### config.mk
export PLATFORM = sky130hd
export DESIGN_NAME = ram_master
export DESIGN_NICKNAME = d
export VERILOG_FILES = /design/src/rtl/ram_master_pkg.sv /design/src/rtl/ram_addr_gen.sv /design/src/rtl/ram_master.sv
export SDC_FILE = /design/constraint.sdc
export NUM_CORES = 1
export LEC_CHECK = 0
export CAP_MARGIN = 20
export CORE_ASPECT_RATIO = 1.1
export CORE_UTILIZATION = 42
export CTS_CLUSTER_DIAMETER = 80
export DETAILED_ROUTE_END_ITERATION = 6
export PLACE_DENSITY = 0.85
export RECOVER_POWER = 25
export SYNTH_ARGS = -nofsm -noshare
export SYNTH_HDL_FRONTEND = slang
export SYNTH_HIERARCHICAL = 1
export SYNTH_SLANG_ARGS = --single-unit
### constraint.sdc
create_clock -name clk -period 2 [get_ports clk]
set_clock_uncertainty 0.15 [all_clocks]
set_input_delay 0.4 -clock clk [delete_from_list [all_inputs] [get_ports clk]]
set_output_delay 0.4 -clock clk [all_outputs]
set_load 0.005 [all_outputs]
### src/rtl/ram_master_pkg.sv
// ram_master_pkg: shared widths, RAM depth and FSM state encoding for the
// ram_master bus master and its address generator.
`default_nettype none

package ram_master_pkg;

  localparam int ADDR_W_DEF = 6;
  localparam int DATA_W_DEF = 8;
  localparam int LEN_W_DEF  = 3;
  localparam int RAM_DEPTH  = 64;

  typedef enum logic [1:0] {
    ST_IDLE = 2'd0,
    ST_RD   = 2'd1,
    ST_WR   = 2'd2
  } state_t;

endpackage

`default_nettype wire

### src/rtl/ram_addr_gen.sv
// ram_addr_gen: burst address register with RAM-depth wrap and a remaining-beat
// down-counter. cur_addr is the address of the next beat to issue.
`default_nettype none

module ram_addr_gen
  import ram_master_pkg::*;
#(
  parameter int ADDR_W = ADDR_W_DEF,
  parameter int LEN_W  = LEN_W_DEF
) (
  input  logic              clk,
  input  logic              rst,
  input  logic              load,
  input  logic [ADDR_W-1:0] load_addr,
  input  logic [LEN_W-1:0]  load_len,
  input  logic              advance,
  output logic [ADDR_W-1:0] cur_addr,
  output logic              last_beat
);

  logic [ADDR_W-1:0] cur_addr_q, cur_addr_d;
  logic [LEN_W-1:0]  rem_q, rem_d;

  function automatic logic [ADDR_W-1:0] wrap_inc(input logic [ADDR_W-1:0] a);
    return (a == ADDR_W'(RAM_DEPTH - 1)) ? '0 : a + 1'b1;
  endfunction

  always_comb begin
    cur_addr_d = cur_addr_q;
    rem_d      = rem_q;
    if (load) begin
      // The first beat is issued straight from load_addr, so start one ahead.
      cur_addr_d = wrap_inc(load_addr);
      rem_d      = load_len;
    end else if (advance) begin
      cur_addr_d = wrap_inc(cur_addr_q);
      rem_d      = rem_q - 1'b1;
    end
  end

  always_ff @(posedge clk) begin
    if (rst) begin
      cur_addr_q <= '0;
      rem_q      <= '0;
    end else begin
      cur_addr_q <= cur_addr_d;
      rem_q      <= rem_d;
    end
  end

  assign cur_addr  = cur_addr_q;
  assign last_beat = (rem_q == '0);

endmodule

`default_nettype wire

### src/rtl/ram_master.sv
// ram_master: sequences the block RAM's address, write-enable and bus-enable
// pins for single writes and 1-8 beat wrapping read bursts; all outputs registered.
`default_nettype none

module ram_master
  import ram_master_pkg::*;
#(
  parameter int ADDR_W = ADDR_W_DEF,
  parameter int DATA_W = DATA_W_DEF,
  parameter int LEN_W  = LEN_W_DEF
) (
  input  logic              clk,
  input  logic              rst,
  input  logic              req_valid,
  output logic              req_ready,
  input  logic              req_we,
  input  logic [ADDR_W-1:0] req_addr,
  input  logic [LEN_W-1:0]  req_len,
  input  logic [DATA_W-1:0] req_wdata,
  output logic [ADDR_W-1:0] ram_addr,
  output logic              ram_iwr,
  output logic              ram_edtb,
  output logic [DATA_W-1:0] ram_wdata,
  input  logic [DATA_W-1:0] ram_rdata,
  output logic              rd_valid,
  output logic [DATA_W-1:0] rd_data,
  output logic              rd_last,
  output logic              wr_done
);

  state_t            state_q, state_d;
  logic              req_ready_q, req_ready_d;
  logic [ADDR_W-1:0] ram_addr_q, ram_addr_d;
  logic [DATA_W-1:0] ram_wdata_q, ram_wdata_d;
  logic              ram_iwr_q, ram_iwr_d;
  logic              ram_edtb_q, ram_edtb_d;
  logic              rd_valid_q, rd_valid_d;
  logic [DATA_W-1:0] rd_data_q, rd_data_d;
  logic              rd_last_q, rd_last_d;
  logic              wr_done_q, wr_done_d;

  logic              accept;
  logic              ag_load;
  logic              ag_advance;
  logic [ADDR_W-1:0] ag_cur_addr;
  logic              ag_last_beat;

  assign accept = req_valid && req_ready_q;

  ram_addr_gen #(
    .ADDR_W (ADDR_W),
    .LEN_W  (LEN_W)
  ) u_addr_gen (
    .clk       (clk),
    .rst       (rst),
    .load      (ag_load),
    .load_addr (req_addr),
    .load_len  (req_len),
    .advance   (ag_advance),
    .cur_addr  (ag_cur_addr),
    .last_beat (ag_last_beat)
  );

  always_ff @(posedge clk) begin
    if (rst) state_q <= ST_IDLE;
    else     state_q <= state_d;
  end

  always_comb begin
    state_d = state_q;
    case (state_q)
      ST_IDLE: if (accept) state_d = req_we ? ST_WR : ST_RD;
      ST_RD:   if (ag_last_beat) state_d = ST_IDLE;
      ST_WR:   state_d = ST_IDLE;
      default: state_d = ST_IDLE;
    endcase
  end

  always_comb begin
    ram_addr_d  = ram_addr_q;
    ram_wdata_d = ram_wdata_q;
    ram_iwr_d   = 1'b0;
    ram_edtb_d  = 1'b0;
    rd_valid_d  = 1'b0;
    rd_data_d   = rd_data_q;
    rd_last_d   = 1'b0;
    wr_done_d   = 1'b0;
    req_ready_d = (state_d == ST_IDLE);
    ag_load     = 1'b0;
    ag_advance  = 1'b0;

    // The bus carries beat data only while we are driving ram_edtb.
    if (ram_edtb_q) begin
      rd_valid_d = 1'b1;
      rd_data_d  = ram_rdata;
      rd_last_d  = ag_last_beat;
    end

    case (state_q)
      ST_IDLE: begin
        if (accept) begin
          ram_addr_d = req_addr;
          if (req_we) begin
            ram_wdata_d = req_wdata;
            ram_iwr_d   = 1'b1;
          end else begin
            ram_edtb_d = 1'b1;
            ag_load    = 1'b1;
          end
        end
      end
      ST_RD: begin
        if (!ag_last_beat) begin
          ram_addr_d = ag_cur_addr;
          ram_edtb_d = 1'b1;
          ag_advance = 1'b1;
        end
      end
      ST_WR: wr_done_d = 1'b1;
      default: ;
    endcase
  end

  always_ff @(posedge clk) begin
    if (rst) begin
      req_ready_q <= 1'b1;
      ram_addr_q  <= '0;
      ram_wdata_q <= '0;
      ram_iwr_q   <= 1'b0;
      ram_edtb_q  <= 1'b0;
      rd_valid_q  <= 1'b0;
      rd_data_q   <= '0;
      rd_last_q   <= 1'b0;
      wr_done_q   <= 1'b0;
    end else begin
      req_ready_q <= req_ready_d;
      ram_addr_q  <= ram_addr_d;
      ram_wdata_q <= ram_wdata_d;
      ram_iwr_q   <= ram_iwr_d;
      ram_edtb_q  <= ram_edtb_d;
      rd_valid_q  <= rd_valid_d;
      rd_data_q   <= rd_data_d;
      rd_last_q   <= rd_last_d;
      wr_done_q   <= wr_done_d;
    end
  end

  assign req_ready = req_ready_q;
  assign ram_addr  = ram_addr_q;
  assign ram_wdata = ram_wdata_q;
  assign ram_iwr   = ram_iwr_q;
  assign ram_edtb  = ram_edtb_q;
  assign rd_valid  = rd_valid_q;
  assign rd_data   = rd_data_q;
  assign rd_last   = rd_last_q;
  assign wr_done   = wr_done_q;

endmodule

`default_nettype wire
==> metrics.yaml <==
clock-sinks: 39
holdWs_ps: 326
timing.rr.end: "ram_addr[2]"
grt-ovfl-total: 0
max_freq_mhz: 509
clk_path_buf_depth: 2
critPathKind: "register to register"
grt_pass1_wl_microns: 7450
firstDrtPassIters: 4
reg2reg_depth: 7
dp_hpwl_microns: 3380
worst-r2r-setup-slack_ps: 30
syn_nets: 230
wirelength_microns: 4620
crit_required_ps: 2030
drt_iter0_drc: 103
wl_per_cell_microns: 14.2
place_ws_ps: -96.3
ant_nets: 0
clock-root-buffer: "clkbuf_8"
hold_viol: 0
h-tree-depth: 2
ios: 57
period_share_pct: 98.3
ctsHoldBuffers: 0
grt_usage_pct: 21.3
finalWeightedCongestion: 0.850
synth_area_sq_um: 1830
postSynthAreaPerCell_sq_um: 9.28
ys_ff_latch: 39
start_kind: "register"
max_cap_violations: 0
grt_pass1_vias: 1664
clkTransAtPathRegs_ps: 80
vias: 1735
worst_slew_pin_slew_ps: 542
crit_fanout: 5
clk_latency_ps: 300
syn_inst: 197
grt_max_degree: 15
drive_gt1_share_pct: 14.2
rows: 24
power_density_nw_per_um2: 667
die_w_microns: 64.9
insertedDiodeCount: 0
worstPathArrival_ps: 1990
syn2layout_area_growth_pct: 47.6
slew_violations: 0
cts_tree: "done"
synth_seq_area_share_pct: 42.7
setup-tns-final_ps: 0
synth-edff-count: 0
synth_ff_type: "dfxtp_1"
port_buffers: 56
ys_types: 38
leakage_nw: 0.977
min_period_ps: 1970
worstHoldEndpoint: "ram_wdata[0]"
endpoint_kind: "register"
cts_buffers: 5
min_delay_path_depth: 2
r2r-start: "u_addr_gen/rem_q[0]"
synth_warnings: 6
viasPerCell: 5.32
hold_class: "register to register"
drc: 0
antenna_found_initial: 0
finalWorstSetupSlack_ps: 33.6
holdCritStartpoint: "ram_wdata[0]"
setup_viol: 0
vdd_drop_max_mv: 0.388
initial_core_util_pct: 45.1
async_flop_share_pct: 0
final_nets: 306
slew_headroom_pct: 63.8
fillers: 342
die_y_microns: 71.2
status: "complete, no violations"
die-area_sq_um: 4620
core_area_sq_um: 4050
-- kinds of logic (layout without fill, tap and decap cells) --
family          count (synthesis)  count (layout)  share of synthesized area [%]
fa+ha+maj                       4               4                           2.74
compound gates                 26              26                           9.99
simple gates                   87              87                           27.2
buf+inv                        17              94                           4.65
mux                            17              17                           9.31
xor+xnor                        7               7                           3.35
flops                          39              39                           42.7
-- critical path: stages (launching register included) --
cell      delay (ps)
dfxtp_2          330
inv_1             50
ha_2             200
ha_4             190
buf_4            150
or3b_1           360
a221oi_1         340
nor3_1            80
-- placed cells by master, fill, tap and decap left out, types with 2 or more instances in the layout --
| cell | netlist | final |
|---|---|---|
| o21ai_1 | 2 | 3 |
| dfxtp_2 | 0 | 2 |
| or3b_1 | 6 | 6 |
| nor3b_1 | 2 | 2 |
| nor3_1 | 16 | 15 |
| clkbuf_1 | 4 | 3 |
| buf_4 | 0 | 21 |
| inv_1 | 5 | 5 |
| a221oi_1 | 6 | 6 |
| nor2_1 | 24 | 24 |
| nand2b_1 | 17 | 17 |
| mux2i_1 | 17 | 17 |
| nand3_1 | 4 | 4 |
| nor4_1 | 2 | 2 |
| xnor2_1 | 6 | 6 |
| a21oi_1 | 6 | 6 |
| clkbuf_8 | 0 | 5 |
| ha_1 | 4 | 2 |
| a311oi_1 | 2 | 2 |
| and3_1 | 2 | 2 |
| nand2_1 | 6 | 6 |
| dfxtp_1 | 39 | 37 |
| clkdlybuf4s50_1 | 0 | 55 |
| a211oi_1 | 3 | 3 |
-- registers in the layout (all words and copies together), names as in the netlist, 2 cells and up --
name,cells
state_q,2
rd_data,8
ram_wdata,8
ram_addr,6
u_addr_gen/rem_q,3
u_addr_gen/cur_addr,6
-- layout make-up --
class / count / area, sq um / share of cell area (%)
Multi-Input combinational cell: 141 / 988 / 36.6
Sequential cell: 39 / 783 / 29.0
Timing Repair Buffer: 81 / 757 / 28.1
Clock buffer: 6 / 72.6 / 2.69
Tap cell: 52 / 65.1 / 2.41
Inverter: 5 / 18.8 / 0.696
Clock inverter: 2 / 12.5 / 0.464
-- per-layer routing --
layer  vias up  wire length [microns]  track usage, %
li1        842                      -               -
met2        65                   2380            36.8
met3         8                    238            4.35
met1       820                   1910            24.6
met5         -                      0               0
met4         0                     89            10.9
-- cells in the mapped netlist (2+ instances only) --
cell	instances	area share, %
a221oi_1	6	2.9
nand3_1	4	1.1
nor3_1	16	4.4
a311oi_1	2	0.96
o21ai_1	2	0.55
nor3b_1	2	0.82
dfxtp_1	39	43
or3b_1	6	2.9
nand2_1	6	1.2
clkbuf_1	4	0.82
mux2i_1	17	9.3
xnor2_1	6	2.9
nand2b_1	17	5.8
buf_6	2	1.2
o21ai_0	2	0.55
inv_1	5	1.0
buf_2	5	1.4
nor4_1	2	0.68
nor2_1	24	4.9
ha_1	4	2.7
and3_1	2	0.68
a21oi_1	6	1.6
a211oi_1	3	1.2
-- worst max-delay path by stage --
| stage | from | endpoint | slack, ps |
|---|---|---|---|
| floorplan | u_addr_gen/rem_q[0] | u_addr_gen/cur_addr[1] | 40 |
| global placement | req_valid | u_addr_gen/cur_addr[5] | -50 |
| detailed placement | req_valid | u_addr_gen/cur_addr[5] | -100 |
| CTS | u_addr_gen/rem_q[0] | u_addr_gen/cur_addr[2] | 20 |
| global route | u_addr_gen/rem_q[0] | u_addr_gen/cur_addr[1] | -8 |
| finish | u_addr_gen/rem_q[0] | ram_addr[2] | 30 |
-- repair_timing --
| item | 4_1_cts | 5_1_grt |
|---|---|---|
| setup buffers | 0 | 3 |
| pin swaps | 1 | 2 |
| resized for setup | 2 | 4 |
| endpoints found under the setup margin | 4 | 8 |
-- through the flow --
step	cells	cell area, sq um	power [mW]	util (%)
after floorplan	197	1840	1.06	-
after global placement	315	2580	1.25	63.6
after detailed placement	315	2580	1.27	63.6
after CTS	323	2680	1.80	66.0
after global routing	326	2700	1.88	66.5
final	326	2700	1.80	66.5
-- power by group --
group / leakage (nW) / internal [mW] / total, mW / switching (mW)
Combinational: 0.616 / 0.238 / 0.403 / 0.165
Sequential: 0.320 / 0.828 / 0.866 / 0.0386
Clock: 0.0412 / 0.244 / 0.530 / 0.286
No activity file was read; power rests on OpenSTA's default activity.
